## src/rtl/set_pkg.sv

```systemverilog
// Shared definitions for the SET command scheduler: query modes, scheduler
// states and the geometry part of a queued command.
package set_pkg;

    localparam logic [1:0] MODE_A   = 2'd0;
    localparam logic [1:0] MODE_AND = 2'd1;
    localparam logic [1:0] MODE_XOR = 2'd2;
    localparam logic [1:0] MODE_ILL = 2'd3;

    typedef enum logic [1:0] {
        ST_IDLE  = 2'd0,
        ST_ISSUE = 2'd1,
        ST_WAIT  = 2'd2,
        ST_HOLD  = 2'd3
    } state_t;

    // The tag is appended by the scheduler because its width is a parameter there.
    typedef struct packed {
        logic [23:0] central;
        logic [11:0] radius;
        logic [1:0]  mode;
    } cmd_geom_t;

endpackage

```

## src/rtl/set_cmd_fifo.sv

```systemverilog
// Synchronous command FIFO with registered occupancy; push is ignored when
// full and pop when empty, so callers may drive them unconditionally.
module set_cmd_fifo #(
    parameter int DEPTH = 4,
    parameter int W     = 42
) (
    input  logic                     clk,
    input  logic                     rst,
    input  logic                     i_push,
    input  logic [W-1:0]             i_wdata,
    input  logic                     i_pop,
    output logic [W-1:0]             o_rdata,
    output logic [$clog2(DEPTH):0]   o_level,
    output logic                     o_full,
    output logic                     o_empty
);
    localparam int AW = $clog2(DEPTH);
    localparam int LW = AW + 1;

    logic [W-1:0]  r_mem [DEPTH];
    logic [AW-1:0] r_wr_ptr;
    logic [AW-1:0] r_rd_ptr;
    logic [LW-1:0] r_level;
    logic          w_push;
    logic          w_pop;

    assign o_full  = (r_level == LW'(DEPTH));
    assign o_empty = (r_level == '0);
    assign w_push  = i_push & ~o_full;
    assign w_pop   = i_pop & ~o_empty;
    assign o_rdata = r_mem[r_rd_ptr];
    assign o_level = r_level;

    always_ff @(posedge clk) begin
        if (w_push) begin
            r_mem[r_wr_ptr] <= i_wdata;
        end
    end

    // Pointers wrap naturally because DEPTH is a power of two.
    always_ff @(posedge clk or posedge rst) begin
        if (rst) begin
            r_wr_ptr <= '0;
            r_rd_ptr <= '0;
            r_level  <= '0;
        end else begin
            if (w_push) begin
                r_wr_ptr <= r_wr_ptr + 1'b1;
            end
            if (w_pop) begin
                r_rd_ptr <= r_rd_ptr + 1'b1;
            end
            case ({w_push, w_pop})
                2'b10:   r_level <= r_level + 1'b1;
                2'b01:   r_level <= r_level - 1'b1;
                default: r_level <= r_level;
            endcase
        end
    end

endmodule

```

## src/rtl/set_cmd_sched.sv

```systemverilog
// Issues buffered geometry queries one at a time to the SET engine and returns
// each result with its tag; a watchdog turns a silent engine into an error result.
module set_cmd_sched
    import set_pkg::*;
#(
    parameter int DEPTH   = 4,
    parameter int TAG_W   = 4,
    parameter int TIMEOUT = 255
) (
    input  logic                   clk,
    input  logic                   rst,
    input  logic                   cmd_valid,
    output logic                   cmd_ready,
    input  logic [23:0]            cmd_central,
    input  logic [11:0]            cmd_radius,
    input  logic [1:0]             cmd_mode,
    input  logic [TAG_W-1:0]       cmd_tag,
    output logic                   set_en,
    output logic [23:0]            set_central,
    output logic [11:0]            set_radius,
    output logic [1:0]             set_mode,
    input  logic                   set_busy,
    input  logic                   set_valid,
    input  logic [7:0]             set_candidate,
    output logic                   res_valid,
    input  logic                   res_ready,
    output logic [7:0]             res_candidate,
    output logic [TAG_W-1:0]       res_tag,
    output logic                   res_err,
    output logic [$clog2(DEPTH):0] fifo_level,
    output state_t                 dbg_state
);
    typedef struct packed {
        cmd_geom_t        geom;
        logic [TAG_W-1:0] tag;
    } cmd_t;

    localparam int         CW       = $bits(cmd_t);
    localparam logic [8:0] WD_LIMIT = 9'(TIMEOUT - 1);

    state_t           r_state;
    state_t           w_next;
    logic             w_push;
    logic             w_pop;
    logic             w_fire;
    logic             w_capture;
    logic             w_timeout;
    logic             w_full;
    logic             w_empty;
    logic [CW-1:0]    w_wr_bits;
    logic [CW-1:0]    w_head_bits;
    cmd_t             w_wr;
    cmd_t             w_head;
    logic             r_set_en;
    logic [23:0]      r_central;
    logic [11:0]      r_radius;
    logic [1:0]       r_mode;
    logic [TAG_W-1:0] r_tag;
    logic [8:0]       r_wd;
    logic             r_res_valid;
    logic [7:0]       r_res_cand;
    logic [TAG_W-1:0] r_res_tag;
    logic             r_res_err;

    assign w_wr.geom.central = cmd_central;
    assign w_wr.geom.radius  = cmd_radius;
    assign w_wr.geom.mode    = cmd_mode;
    assign w_wr.tag          = cmd_tag;
    assign w_wr_bits         = w_wr;
    assign w_head            = cmd_t'(w_head_bits);
    assign cmd_ready         = ~w_full;
    assign w_push            = cmd_valid & cmd_ready;

    set_cmd_fifo #(.DEPTH(DEPTH), .W(CW)) u_fifo (
        .clk     (clk),
        .rst     (rst),
        .i_push  (w_push),
        .i_wdata (w_wr_bits),
        .i_pop   (w_pop),
        .o_rdata (w_head_bits),
        .o_level (fifo_level),
        .o_full  (w_full),
        .o_empty (w_empty)
    );

    always_ff @(posedge clk or posedge rst) begin
        if (rst) begin
            r_state <= ST_IDLE;
        end else begin
            r_state <= w_next;
        end
    end

    always_comb begin
        w_next    = r_state;
        w_pop     = 1'b0;
        w_fire    = 1'b0;
        w_capture = 1'b0;
        w_timeout = 1'b0;
        case (r_state)
            ST_IDLE: begin
                if (!w_empty) begin
                    w_pop  = 1'b1;
                    w_next = (w_head.geom.mode == MODE_ILL) ? ST_HOLD : ST_ISSUE;
                end
            end
            ST_ISSUE: begin
                if (!set_busy) begin
                    w_fire = 1'b1;
                    w_next = ST_WAIT;
                end
            end
            ST_WAIT: begin
                if (set_valid) begin
                    w_capture = 1'b1;
                    w_next    = ST_HOLD;
                end else if (r_wd == WD_LIMIT) begin
                    w_timeout = 1'b1;
                    w_next    = ST_HOLD;
                end
            end
            ST_HOLD: begin
                if (res_ready) begin
                    w_next = ST_IDLE;
                end
            end
            default: w_next = ST_IDLE;
        endcase
    end

    // Issue registers only change on a pop, so the engine sees stable operands
    // from issue until the result is captured.
    always_ff @(posedge clk or posedge rst) begin
        if (rst) begin
            r_set_en    <= 1'b0;
            r_central   <= '0;
            r_radius    <= '0;
            r_mode      <= '0;
            r_tag       <= '0;
            r_wd        <= '0;
            r_res_valid <= 1'b0;
            r_res_cand  <= '0;
            r_res_tag   <= '0;
            r_res_err   <= 1'b0;
        end else begin
            r_set_en <= w_fire;
            if (w_pop) begin
                r_central <= w_head.geom.central;
                r_radius  <= w_head.geom.radius;
                r_mode    <= w_head.geom.mode;
                r_tag     <= w_head.tag;
            end
            if (r_state == ST_WAIT && !w_capture && !w_timeout) begin
                r_wd <= r_wd + 1'b1;
            end else begin
                r_wd <= '0;
            end
            if (w_pop && w_head.geom.mode == MODE_ILL) begin
                r_res_valid <= 1'b1;
                r_res_cand  <= '0;
                r_res_tag   <= w_head.tag;
                r_res_err   <= 1'b1;
            end else if (w_capture) begin
                r_res_valid <= 1'b1;
                r_res_cand  <= set_candidate;
                r_res_tag   <= r_tag;
                r_res_err   <= 1'b0;
            end else if (w_timeout) begin
                r_res_valid <= 1'b1;
                r_res_cand  <= '0;
                r_res_tag   <= r_tag;
                r_res_err   <= 1'b1;
            end else if (r_state == ST_HOLD && res_ready) begin
                r_res_valid <= 1'b0;
            end
        end
    end

    assign set_en        = r_set_en;
    assign set_central   = r_central;
    assign set_radius    = r_radius;
    assign set_mode      = r_mode;
    assign res_valid     = r_res_valid;
    assign res_candidate = r_res_cand;
    assign res_tag       = r_res_tag;
    assign res_err       = r_res_err;
    assign dbg_state     = r_state;

endmodule

```

## config.mk

```make
export PLATFORM = sky130hd
export DESIGN_NAME = set_cmd_sched
export DESIGN_NICKNAME = d
export VERILOG_FILES = /design/src/rtl/set_pkg.sv /design/src/rtl/set_cmd_fifo.sv /design/src/rtl/set_cmd_sched.sv
export SDC_FILE = /design/constraint.sdc
export NUM_CORES = 1
export LEC_CHECK = 0
export ABC_CLOCK_PERIOD_IN_PS = 3800
export CAP_MARGIN = 10
export CORE_MARGIN = 10
export CORE_UTILIZATION = 45
export CTS_BUF_LIST = sky130_fd_sc_hd__clkbuf_8
export DETAILED_ROUTE_END_ITERATION = 6
export DONT_BUFFER_PORTS = 1
export PLACE_DENSITY_LB_ADDON = 0.15
export SYNTH_ARGS = -nofsm -noshare
export SYNTH_HDL_FRONTEND = slang
export SYNTH_SLANG_ARGS = --single-unit
```

## constraint.sdc

```tcl
create_clock -name clk -period 3.8 [get_ports clk]
set_clock_uncertainty 0.05 [all_clocks]
set_input_delay 0.76 -clock clk [delete_from_list [all_inputs] [get_ports clk]]
set_output_delay 0.76 -clock clk [all_outputs]
set_load 0.02 [all_outputs]
```

==> flow_summary.json <==
{
  "post-route-period-util": 0.6735,
  "final_common_cell": "edfxtp_1",
  "insertion_delay_ns": 0.54,
  "yosysTopAreaCellShare": 0.5412,
  "dieArea_sq_um": 26870,
  "slew_headroom": 0.4717,
  "p_clk_frac": 0.237,
  "ctsResizeCount": 0,
  "yosys_warnings": 0,
  "initial_core_util": 0.4592,
  "route.detailed.drc": 0,
  "p_seq_frac": 0.521,
  "hold_violations": 0,
  "layout_common_cells": "edfxtp_1 (168), nand2_1 (140), dfrtp_1 (73)",
  "grt-ovfl-total": 0,
  "synth.distinct_cells": 36,
  "synth-simple-area-share": 0.08134,
  "maxCapViolations": 0,
  "setup_viol": 0,
  "num-nets-final": 659,
  "synth.mux.area_fraction": 0.1038,
  "timing.final.max_slew_violations": 0,
  "rows": 52,
  "grt_pass1_vias": 5114,
  "swShare": 0.3492,
  "synth_top_area_cell": "edfxtp_1",
  "yosys.area_share.adder": 0.01826,
  "hold_path.class": "primary input to async pin",
  "h-tree-depth": 2,
  "p_comb_frac": 0.242,
  "cp-start-kind": "flop",
  "final.setup.tns_ns": 0,
  "power.switching_mw": 2.972,
  "drt-initial-drc-count": 253,
  "crit_path_end_kind": "flop",
  "grt_start_max_net_pins": 49,
  "num_io_pins": 115,
  "ys_ff_latch": 243,
  "rsz0062_at_grt": "false",
  "gp_congestion": 0.7460,
  "synth_cells": 564,
  "cts_buffers": 39,
  "arrival_ns": 2.95,
  "critPathKind": "flop to flop",
  "wl_um": 18530,
  "gr-usage-all-layers": 0.1405,
  "synth-compound-area-share": 0.02376,
  "synthXorXnorAreaFrac": 0.01221,
  "vdd_drop_max_uv": 394.7,
  "path_max_fanout": 6,
  "dp_slack_ns": 1.244,
  "syn_avg_cell_area_sq_um": 16.53,
  "grt_first_pass_wirelength_um": 29480,
  "synth_area_leaders": "edfxtp_1 (54%), dfrtp_1 (20%), mux4_2 (10%)",
  "clk_pin_slew_worst_paths_ns": 0.06,
  "power_density_nw_per_um2": 823.2,
  "cp.required_ns": 4.19,
  "status": "finished, final reports clean",
  "post-dp-hpwl_um": 11730,
  "postLayoutSetupSlackWorst_ns": 1.241,
  "antenna_found_initial": 0,
  "post_cts_buffers": 0,
  "hold_buffers": 0,
  "die_y_um": 163.9,
  "fin_crit_ns": 2.559,
  "die_width_um": 163.9,
  "p_int_mw": 5.539,
  "tightest_slew_ns": 0.7916,
  "cts_tree": "done",
  "vias": 4667,
  "syn_to_final_growth_pct": 10.91,
  "yosysSeqAreaShare": 0.7426,
  "drive_above_1_share": 0.1836,
  "ctsRootBufferMaster": "clkbuf_8",
  "firstDrtPassIters": 4,
  "cts_sinks": 243,
  "cts_buffer_depth": 3,
  "synth_top_family_by_area": "multiplexers",
  "synthesis.nets": 633,
  "portBuffers": 0,
  "antenna_left": 0,
  "synth_area_sq_um": 9321,
  "utilization": 0.5093,
  "antennaDiodeCount": 0,
  "core_sq_um": 20300,
  "fmax_ghz": 0.3907,
  "wire_per_inst_um": 20.80,
  "p_leak_nw": 3.947,
  "viasPerCell": 5.238
}
synth_stat cells, drive strengths merged:
| cell | instances |
|---|---|
| nand2b | 1 |
| nor3 | 1 |
| nor2 | 12 |
| nand2 | 140 |
| mux2i | 1 |
| dfrtp | 75 |
| nand4b | 5 |
| o31a | 4 |
| o32a | 1 |
| nor2b | 3 |
| fa | 1 |
| a221o | 2 |
| xor2 | 6 |
| mux2 | 1 |
| a31oi | 1 |
| o21ai | 9 |
| and3 | 10 |
| mux4 | 42 |
| nand4 | 2 |
| ha | 12 |
| and2 | 3 |
| a21oi | 10 |
| inv | 12 |
| buf | 11 |
| nand3 | 3 |
| o21ba | 1 |
| edfxtp | 168 |
| clkbuf | 14 |
| a21boi | 4 |
| o21bai | 2 |
| xnor2 | 7 |
area by class of cell:
cell class	instances	area, sq um
fill	1714	9961
sequential	243	6927
multi-input combinational	284	2238
clock buffer	42	578.1
tap	270	337.8
clock inverter	30	136.4
timing repair buffer	10	75.07
inverter	12	46.29
final timing paths:
kind	startpoint	endpoint	slack, ns	cells after the start
worst min-delay path	rst	u_fifo.r_rd_ptr[1]	0.18	1
min in group clk	set_busy	set_en	0.24	1
worst max-delay path	u_fifo.o_level[0]	u_fifo.o_level[2]	1.24	10
worst min register to register	r_tag[2]	r_tag[2]	0.41	2
worst max register to register	u_fifo.o_level[0]	u_fifo.o_level[2]	1.24	10
max in group asynchronous	rst	u_fifo.o_level[2]	2.58	2
per-layer routing:
| metal | global-route usage | vias to the layer above | share of wire |
|---|---|---|---|
| met5 | 0 | - | 0 |
| met4 | 0.04387 | 0 | 0.018 |
| met3 | 0.05782 | 33 | 0.091 |
| met2 | 0.2291 | 128 | 0.48 |
| met1 | 0.1673 | 2382 | 0.41 |
| li1 | - | 2124 | - |
critical path, cell delays in order (launching register included):
cell	delay [ns]
dfrtp_1	0.49
inv_1	0.15
nand3_1	0.34
and2_1	0.34
inv_1	0.07
ha_1	0.17
inv_1	0.06
fa_1	0.37
xor2_1	0.15
nor2_1	0.11
xor2_1	0.17
flip-flops by register name, summed over array words and instances, names as in the netlist, 2 cells and up:
| register | cells |
|---|---|
| res_tag | 4 |
| set_mode | 2 |
| u_fifo.r_mem | 168 |
| dbg_state | 2 |
| u_fifo.r_rd_ptr | 2 |
| r_wd | 9 |
| r_tag | 4 |
| set_central | 24 |
| set_radius | 12 |
| res_candidate | 8 |
| u_fifo.o_level | 3 |
| u_fifo.r_wr_ptr | 2 |
logic make-up after synthesis:
kind of cell,Yosys count
flops,243
simple gates,180
mux,44
buf+inv,37
compound gates,34
xor+xnor,13
fa+ha+maj,13
through the flow:
stage	cell area, sq um	total power [mW]	hold slack, ns	instances
CTS	10340	8.681	0.1831	891
global route	10340	9.079	0.1992	891
floorplan	9321	5.990	0.3875	564
detailed placement	9624	6.619	0.4053	819
finish	10340	8.511	0.1843	891
global placement	9624	6.553	0.4043	819
power by group through the flow:
stage	clock network [mW]	logic, mW	registers, mW
4_1_cts	2.10	2.12	4.46
3_3_place_gp	0	2.07	4.48
2_1_floorplan	0	1.76	4.23
6_report	2.02	2.06	4.43
5_1_grt	2.22	2.33	4.54
3_5_place_dp	0	2.11	4.51
No activity file was read; power rests on OpenSTA's default activity.
